--- src/rtl/div_pkg.sv ---
// Shared definitions for the divider requester block.
//   DIV_W        default operand/quotient width
//   ERR_*        status codes attached to each result entry
//   state_e      requester FSM states
//   res_entry_t  result entry layout {q, err} at the default width
//   err_code()   completion-pulse to status encoding (dvz > ovf > ok)
package div_pkg;

   localparam int unsigned DIV_W = 10;

   localparam logic [1:0] ERR_OK  = 2'b00;
   localparam logic [1:0] ERR_DVZ = 2'b01;
   localparam logic [1:0] ERR_OVF = 2'b10;
   localparam logic [1:0] ERR_TMO = 2'b11;

   typedef enum logic [1:0] {
      StIdle,
      StIssue,
      StWait
   } state_e;

   typedef struct packed {
      logic [DIV_W-1:0] q;
      logic [1:0]       err;
   } res_entry_t;

   function automatic logic [1:0] err_code(input logic dvz, input logic ovf);
      if (dvz) begin
         return ERR_DVZ;
      end else if (ovf) begin
         return ERR_OVF;
      end
      return ERR_OK;
   endfunction

endpackage

--- src/rtl/div_result_fifo.sv ---
// Synchronous show-ahead FIFO holding tagged division results.
//   clk_i      clock, rising edge
//   sclr_ni    synchronous active-low clear (empties the FIFO)
//   push_i     write wdata_i (ignored when full)
//   wdata_i    entry to write
//   pop_i      drop the head entry (ignored when empty)
//   rdata_o    head entry, zero while empty
//   empty_o    no entries stored
//   full_o     Depth entries stored
//   count_o    occupancy
module div_result_fifo #(
   parameter int unsigned Width = 12,
   parameter int unsigned Depth = 4
) (
   input  logic                       clk_i,
   input  logic                       sclr_ni,
   input  logic                       push_i,
   input  logic [Width-1:0]           wdata_i,
   input  logic                       pop_i,
   output logic [Width-1:0]           rdata_o,
   output logic                       empty_o,
   output logic                       full_o,
   output logic [$clog2(Depth):0]     count_o
);

   localparam int unsigned PtrW = $clog2(Depth);
   localparam int unsigned CntW = PtrW + 1;

   logic [Width-1:0] mem_q [Depth];
   logic [PtrW-1:0]  wptr_q, wptr_d;
   logic [PtrW-1:0]  rptr_q, rptr_d;
   logic [CntW-1:0]  count_q, count_d;
   logic             do_push, do_pop;

   assign empty_o = (count_q == '0);
   assign full_o  = (count_q == CntW'(Depth));
   assign count_o = count_q;
   assign do_push = push_i && !full_o;
   assign do_pop  = pop_i && !empty_o;

   // Masked while empty so the head reads as zero after a clear.
   assign rdata_o = empty_o ? '0 : mem_q[rptr_q];

   always_comb begin
      // Depth is a power of two, so pointers wrap by natural overflow.
      wptr_d  = do_push ? wptr_q + 1'b1 : wptr_q;
      rptr_d  = do_pop  ? rptr_q + 1'b1 : rptr_q;
      count_d = count_q;
      unique case ({do_push, do_pop})
         2'b10:   count_d = count_q + 1'b1;
         2'b01:   count_d = count_q - 1'b1;
         default: count_d = count_q;
      endcase
   end

   always_ff @(posedge clk_i) begin
      if (!sclr_ni) begin
         wptr_q  <= '0;
         rptr_q  <= '0;
         count_q <= '0;
      end else begin
         wptr_q  <= wptr_d;
         rptr_q  <= rptr_d;
         count_q <= count_d;
      end
   end

   // Storage needs no reset: the head is masked while empty.
   always_ff @(posedge clk_i) begin
      if (sclr_ni && do_push) begin
         mem_q[wptr_q] <= wdata_i;
      end
   end

endmodule

--- src/rtl/div_requester.sv ---
// Initiator for the sequential divider handshake.
// Accepts operand pairs on req_*, launches one division at a time with a
// single-cycle div_start, holds div_a/div_b, waits for valid/dvz/ovf (or a
// watchdog timeout) and queues {quotient, status} into a result FIFO read
// out on res_*.
//   clk        clock, rising edge
//   sclr       synchronous active-low reset
//   req_*      upstream operand port (valid/ready)
//   div_*      divider launch outputs and completion inputs
//   res_*      downstream result port (valid/ready) plus occupancy
module div_requester
   import div_pkg::*;
#(
   parameter int unsigned W       = DIV_W,
   parameter int unsigned DEPTH   = 4,
   parameter int unsigned TIMEOUT = 32
) (
   input  logic                      clk,
   input  logic                      sclr,
   input  logic                      req_valid,
   output logic                      req_ready,
   input  logic [W-1:0]              req_a,
   input  logic [W-1:0]              req_b,
   output logic [W-1:0]              div_a,
   output logic [W-1:0]              div_b,
   output logic                      div_start,
   input  logic                      div_busy,
   input  logic                      div_valid,
   input  logic                      div_dvz,
   input  logic                      div_ovf,
   input  logic [W-1:0]              div_q,
   output logic                      res_valid,
   input  logic                      res_ready,
   output logic [W-1:0]              res_q,
   output logic [1:0]                res_err,
   output logic [$clog2(DEPTH):0]    res_count
);

   localparam int unsigned WdW = $clog2(TIMEOUT + 1);
   localparam logic [WdW-1:0] WdLast = WdW'(TIMEOUT - 1);

   state_e         state_q, state_d;
   logic [WdW-1:0] wdog_q, wdog_d;
   logic [W-1:0]   div_a_q, div_a_d;
   logic [W-1:0]   div_b_q, div_b_d;
   logic           div_start_q, div_start_d;

   logic           accept;
   logic           done;
   logic           push;
   logic [W-1:0]   push_q;
   logic [1:0]     push_err;
   logic [W+1:0]   head;
   logic           fifo_empty, fifo_full;
   logic           unused_busy;

   // Busy is informational only; completion is taken from the pulses.
   assign unused_busy = div_busy;

   // Reserving a free slot before issue guarantees the push never overflows.
   assign req_ready = sclr && (state_q == StIdle) && !fifo_full;
   assign accept    = req_valid && req_ready;
   assign done      = div_valid || div_dvz || div_ovf;

   always_comb begin
      state_d     = state_q;
      wdog_d      = wdog_q;
      div_a_d     = div_a_q;
      div_b_d     = div_b_q;
      div_start_d = 1'b0;
      push        = 1'b0;
      push_q      = '0;
      push_err    = ERR_OK;
      unique case (state_q)
         StIdle: begin
            if (accept) begin
               div_a_d     = req_a;
               div_b_d     = req_b;
               div_start_d = 1'b1;
               state_d     = StIssue;
            end
         end
         StIssue: begin
            // Completion pulses are ignored here.
            wdog_d  = '0;
            state_d = StWait;
         end
         StWait: begin
            if (done) begin
               push     = 1'b1;
               push_err = err_code(div_dvz, div_ovf);
               push_q   = (push_err == ERR_OK) ? div_q : '0;
               state_d  = StIdle;
            end else if (wdog_q == WdLast) begin
               // TIMEOUT-th WAIT cycle without a completion.
               push     = 1'b1;
               push_err = ERR_TMO;
               state_d  = StIdle;
            end else begin
               wdog_d = wdog_q + 1'b1;
            end
         end
         default: state_d = StIdle;
      endcase
   end

   always_ff @(posedge clk) begin
      if (!sclr) begin
         state_q     <= StIdle;
         wdog_q      <= '0;
         div_a_q     <= '0;
         div_b_q     <= '0;
         div_start_q <= 1'b0;
      end else begin
         state_q     <= state_d;
         wdog_q      <= wdog_d;
         div_a_q     <= div_a_d;
         div_b_q     <= div_b_d;
         div_start_q <= div_start_d;
      end
   end

   assign div_a     = div_a_q;
   assign div_b     = div_b_q;
   assign div_start = div_start_q;

   div_result_fifo #(
      .Width (W + 2),
      .Depth (DEPTH)
   ) u_fifo (
      .clk_i   (clk),
      .sclr_ni (sclr),
      .push_i  (push),
      .wdata_i ({push_q, push_err}),
      .pop_i   (res_ready),
      .rdata_o (head),
      .empty_o (fifo_empty),
      .full_o  (fifo_full),
      .count_o (res_count)
   );

   assign res_valid = !fifo_empty;
   assign res_q     = head[W+1:2];
   assign res_err   = head[1:0];

endmodule

--- config.mk ---
export PLATFORM = sky130hd
export DESIGN_NAME = div_requester
export DESIGN_NICKNAME = d
export VERILOG_FILES = /design/src/rtl/div_pkg.sv /design/src/rtl/div_result_fifo.sv /design/src/rtl/div_requester.sv
export SDC_FILE = /design/constraint.sdc
export NUM_CORES = 1
export LEC_CHECK = 0
export ABC_CLOCK_PERIOD_IN_PS = 3350
export BUFFER_PORTS_ARGS = -buffer_cell sky130_fd_sc_hd__buf_2
export CAP_MARGIN = 20
export CORE_ASPECT_RATIO = 1.5
export CORE_UTILIZATION = 54
export CTS_CLUSTER_SIZE = 28
export DETAILED_ROUTE_END_ITERATION = 7
export GPL_TIMING_DRIVEN = 1
export PLACE_DENSITY = 0.89
export SLEW_MARGIN = 20
export SYNTH_ARGS = -nofsm -noshare
export SYNTH_HDL_FRONTEND = slang
export SYNTH_HIERARCHICAL = 1
export SYNTH_SLANG_ARGS = --single-unit
--- constraint.sdc ---
create_clock -name clk -period 3.35 [get_ports clk]
set_input_delay 0.67 -clock clk [delete_from_list [all_inputs] [get_ports clk]]
set_output_delay 0.67 -clock clk [all_outputs]
set_load 0.05 [all_outputs]
==> Implementation_results.wiki <==
{| class="wikitable"
! Metric !! Value
|-
| Vias in the first global route || 2431
|-
| Wire per inst || 15.3 um
|-
| Crit path buf inv count || 3
|-
| Critical path required time || 2.68 ns
|-
| Status || finished, final reports clean
|-
| Worst Path Class, Setup || primary input to primary output
|-
| Max stage delay cell, worst path || sky130_fd_sc_hd__or4b_4
|-
| Final-report setup violation count || 0
|-
| First-pass GRT wire length || 11.1 mm
|-
| Detailed router's first-iteration violation count || 144
|-
| Tmin final || 2.68 ns
|-
| Clock root cell || sky130_fd_sc_hd__clkbuf_8
|-
| Die extent in x || 69.9 um
|-
| Most used flip-flop cell after synthesis || sky130_fd_sc_hd__edfxtp_1
|-
| Worst Hold Slack || 0.478 ns
|-
| Number of buffers added by the clock tree synthesis step || 9
|-
| Yosys top cell area share || 38.6%
|-
| Post-synthesis sequential element count || 86
|-
| Final hold violation count || 0
|-
| Hold Path Depth || 2
|-
| Gate Count Post-Synth || 287
|-
| DR pass1 iterations || 4
|-
| Clock transition at the register clock pins on the worst setup and hold paths after CTS || 0.08 ns
|-
| Summed area of non-filler cells in the final layout || 4340 um2
|-
| Post-cts sizing count || 0
|-
| Post-Synth Simple-Gate Area || 16.9%
|-
| # fillers || 467
|-
| Kind of capture point of the worst setup path || primary output
|-
| Number of buffers inserted to repair setup after CTS || 0
|-
| Fraction of synthesized area in multiplexers || 9.04%
|-
| H-tree level count || 3
|-
| Port bufs || 74
|-
| Most used standard cell by instance count after synthesis || sky130_fd_sc_hd__edfxtp_1
|-
| Area fraction in compound gates after synthesis || 7.94%
|-
| Synth area leader || sky130_fd_sc_hd__edfxtp_1
|-
| Clock insertion delay at the later pin of the skew report || 0.35 ns
|-
| Share of synthesized registers carrying an async set or reset || 0%
|-
| Post-CTS Hold Buffers || 0
|-
| Layout Nets || 404
|-
| Logic depth of the worst register-to-register path || 12
|-
| Arrival time worst endpoint || 2.01 ns
|-
| Share of the core filled with cells in the final layout || 66.0%
|-
| Cell mode on critical path || sky130_fd_sc_hd__buf_2
|-
| GRT Overall Usage || 19.6%
|-
| Maximum vdd drop || 422 uV
|-
| Total half-perimeter wirelength after legalization and detailed placement || 4.78 mm
|-
| Antenna violations before repair || 0
|-
| CP Max Fanout || 26
|-
| Xor/xnor share of the synthesized area || 0.938%
|-
| Total area of multi-input combinational cells || 1400 um2
|-
| Syn avg cell area || 13.0 um2
|-
| Average via count per standard cell || 5.53
|-
| Mapped cell area || 3740 um2
|-
| Sequential-to-total area share from yosys stat || 58.9%
|-
| Placed cells || 424
|-
| Area contributors post-synth || sky130_fd_sc_hd__edfxtp_1 39%, sky130_fd_sc_hd__dfxtp_1 20%, sky130_fd_sc_hd__mux4_2 6.0%
|-
| Warnings from Yosys || 6
|-
| Worst setup skew after layout || 0.00906 ns
|-
| Total power || 2.36 mW
|-
| Number of pins with negative max-slew slack in the final report || 0
|-
| Initial Util || 56.8%
|-
| Final setup TNS || 0 ns
|-
| Net Count, Synth || 332
|-
| Max-cap viol count || 0
|-
| Die outline area || 7260 um2
|-
| DRC Markers || 0
|-
| Type of the worst min-delay path || register to register
|-
| I/O pin total || 76
|-
| N_diodes || 0
|-
| Cell area after placement || 4130 um2
|-
| Synthesis-to-layout area growth || 16.2%
|-
| Power density over the cells || 545 nW/um2
|-
| Number of buffers between clock root and the deepest sink || 2
|-
| Worst Max-Slew Pin Slew || 0.928 ns
|-
| Share of synthesized cell area in full adder, half adder and majority cells || 2.55%
|-
| Unrepaired setup endpoints after global routing || false
|-
| Routed via count || 2433
|-
| Row Count || 36
|-
| Delay contributed by the slowest stage of the critical path || 0.66 ns
|-
| Main combinational cell family by area after synthesis || simple AND/OR/NAND/NOR gates
|-
| Post-layout worst setup margin || 0.673 ns
|-
| Remaining global-route overflow || 0
|-
| Post-Place Setup Slack || 0.407 ns
|-
| Clock tree sinks || 86
|-
| Number of non-filler instances in the completed layout || 440
|-
| Area taken by flip-flops and latches || 2200 um2
|-
| GP Congestion || 0.781
|-
| Cell chain of the critical path || buf_2, or4b_4, clkinv_2, buf_2
|-
| Final WL || 6.72 mm
|-
| Kind of cell adding the most delay to the critical path || buffers and inverters
|-
| Startpoint type of the worst setup path || primary input
|-
| Stages on worst setup path || 4
|-
| Number of synthesized flops with an enable pin || 48
|-
| Fmax || 374 MHz
|-
| Die Y || 104 um
|-
| Share of post-route cells with drive strength above 1 || 32.7%
|-
| Count of nets left with antenna violations after detail routing || 0
|-
| Clock tree from TritonCTS || built
|-
| Period utilization || 79.9%
|-
| Top cells by instance count after synthesis || 48 x sky130_fd_sc_hd__edfxtp_1, 38 x sky130_fd_sc_hd__dfxtp_1, 27 x sky130_fd_sc_hd__nand3_1
|-
| Static power due to leakage || 1.71 nW
|-
| Maximum number of pins on one net before global-route repair || 27
|-
| Std-Cell Core Area || 6580 um2
|-
| Synth cell types || 45
|-
| Slew Limit Headroom || 38.0%
|}
==> registers in the layout (all words and copies together), names as in the netlist, named ones only <==
name	flops
u_fifo/count_o	3
wdog_q	6
u_fifo/rptr_q	2
u_fifo/mem_q	48
state_q	2
div_start	1
div_a	10
u_fifo/wptr_q	2
div_b	10
==> tightest hold or removal path, cell delays in order, from the launching register on <==
cell and delay [ns]:
sky130_fd_sc_hd__dfxtp_1 0.31, sky130_fd_sc_hd__o21ai_0 0.06, sky130_fd_sc_hd__a21oi_1 0.06
==> cell families after synthesis <==
group,after synthesis
xor gates and xnor gates,4
and+or+nand+nor,92
AOI/OAI and AO/OA,54
muxes,18
DFF,86
adders and majority gates,7
buffers and inverters,26
==> area by class of cell <==
cell class | count | area share, %
Sequential cell | 86 | 50.7
Multi-Input combinational cell | 175 | 32.2
Timing Repair Buffer | 77 | 9.05
Clock buffer | 10 | 2.94
Tap cell | 76 | 2.19
Clock inverter | 6 | 1.99
Inverter | 10 | 0.894
==> power breakdown <==
group | switching, mW | internal [mW]
registers | 0.0229 | 1.13
logic | 0.298 | 0.140
clock network | 0.354 | 0.418
==> metal layers <==
| metal | track usage, % | part of all wire, % | vias to the layer above |
|---|---|---|---|
| li1 | - | - | 1197 |
| met1 | 22.2 | 40 | 1147 |
| met2 | 33.3 | 53 | 80 |
| met3 | 6.30 | 5.9 | 9 |
| met4 | 9.14 | 1.7 | 0 |
| met5 | 0 | 0 | - |
==> placed cells by master (no fill, tap or decap), types with 2 or more instances in the layout <==
cell,n
sky130_fd_sc_hd__dfxtp_1,38
sky130_fd_sc_hd__nor2b_4,10
sky130_fd_sc_hd__xor2_1,2
sky130_fd_sc_hd__nand2_1,8
sky130_fd_sc_hd__mux2i_1,6
sky130_fd_sc_hd__nor2b_1,5
sky130_fd_sc_hd__nand3_1,27
sky130_fd_sc_hd__o21ai_0,11
sky130_fd_sc_hd__clkbuf_8,9
sky130_fd_sc_hd__o21ai_1,14
sky130_fd_sc_hd__nor2_1,5
sky130_fd_sc_hd__nand2b_1,3
sky130_fd_sc_hd__nand3b_1,2
sky130_fd_sc_hd__a32o_1,2
sky130_fd_sc_hd__inv_1,8
sky130_fd_sc_hd__a21oi_1,21
sky130_fd_sc_hd__buf_4,3
sky130_fd_sc_hd__clkinv_2,2
sky130_fd_sc_hd__ha_1,6
sky130_fd_sc_hd__buf_2,74
sky130_fd_sc_hd__edfxtp_1,48
sky130_fd_sc_hd__and3_1,6
sky130_fd_sc_hd__mux4_1,2
sky130_fd_sc_hd__a21boi_1,2
sky130_fd_sc_hd__bufinv_16,2
sky130_fd_sc_hd__or3_1,2
sky130_fd_sc_hd__nand4_1,2
sky130_fd_sc_hd__and2_1,13
sky130_fd_sc_hd__o21a_1,2
sky130_fd_sc_hd__mux4_2,10
sky130_fd_sc_hd__xnor2_1,2
==> final timing paths <==
check	start	to	slack [ns]
worst max-delay path	sclr	req_ready	0.67
worst max register to register	wdog_q[0]	u_fifo/count_o[2]	0.67
worst min register to register	div_b[8]	div_b[8]	0.48
worst min-delay path	div_b[8]	div_b[8]	0.48
No activity file was read; power rests on OpenSTA's default activity.
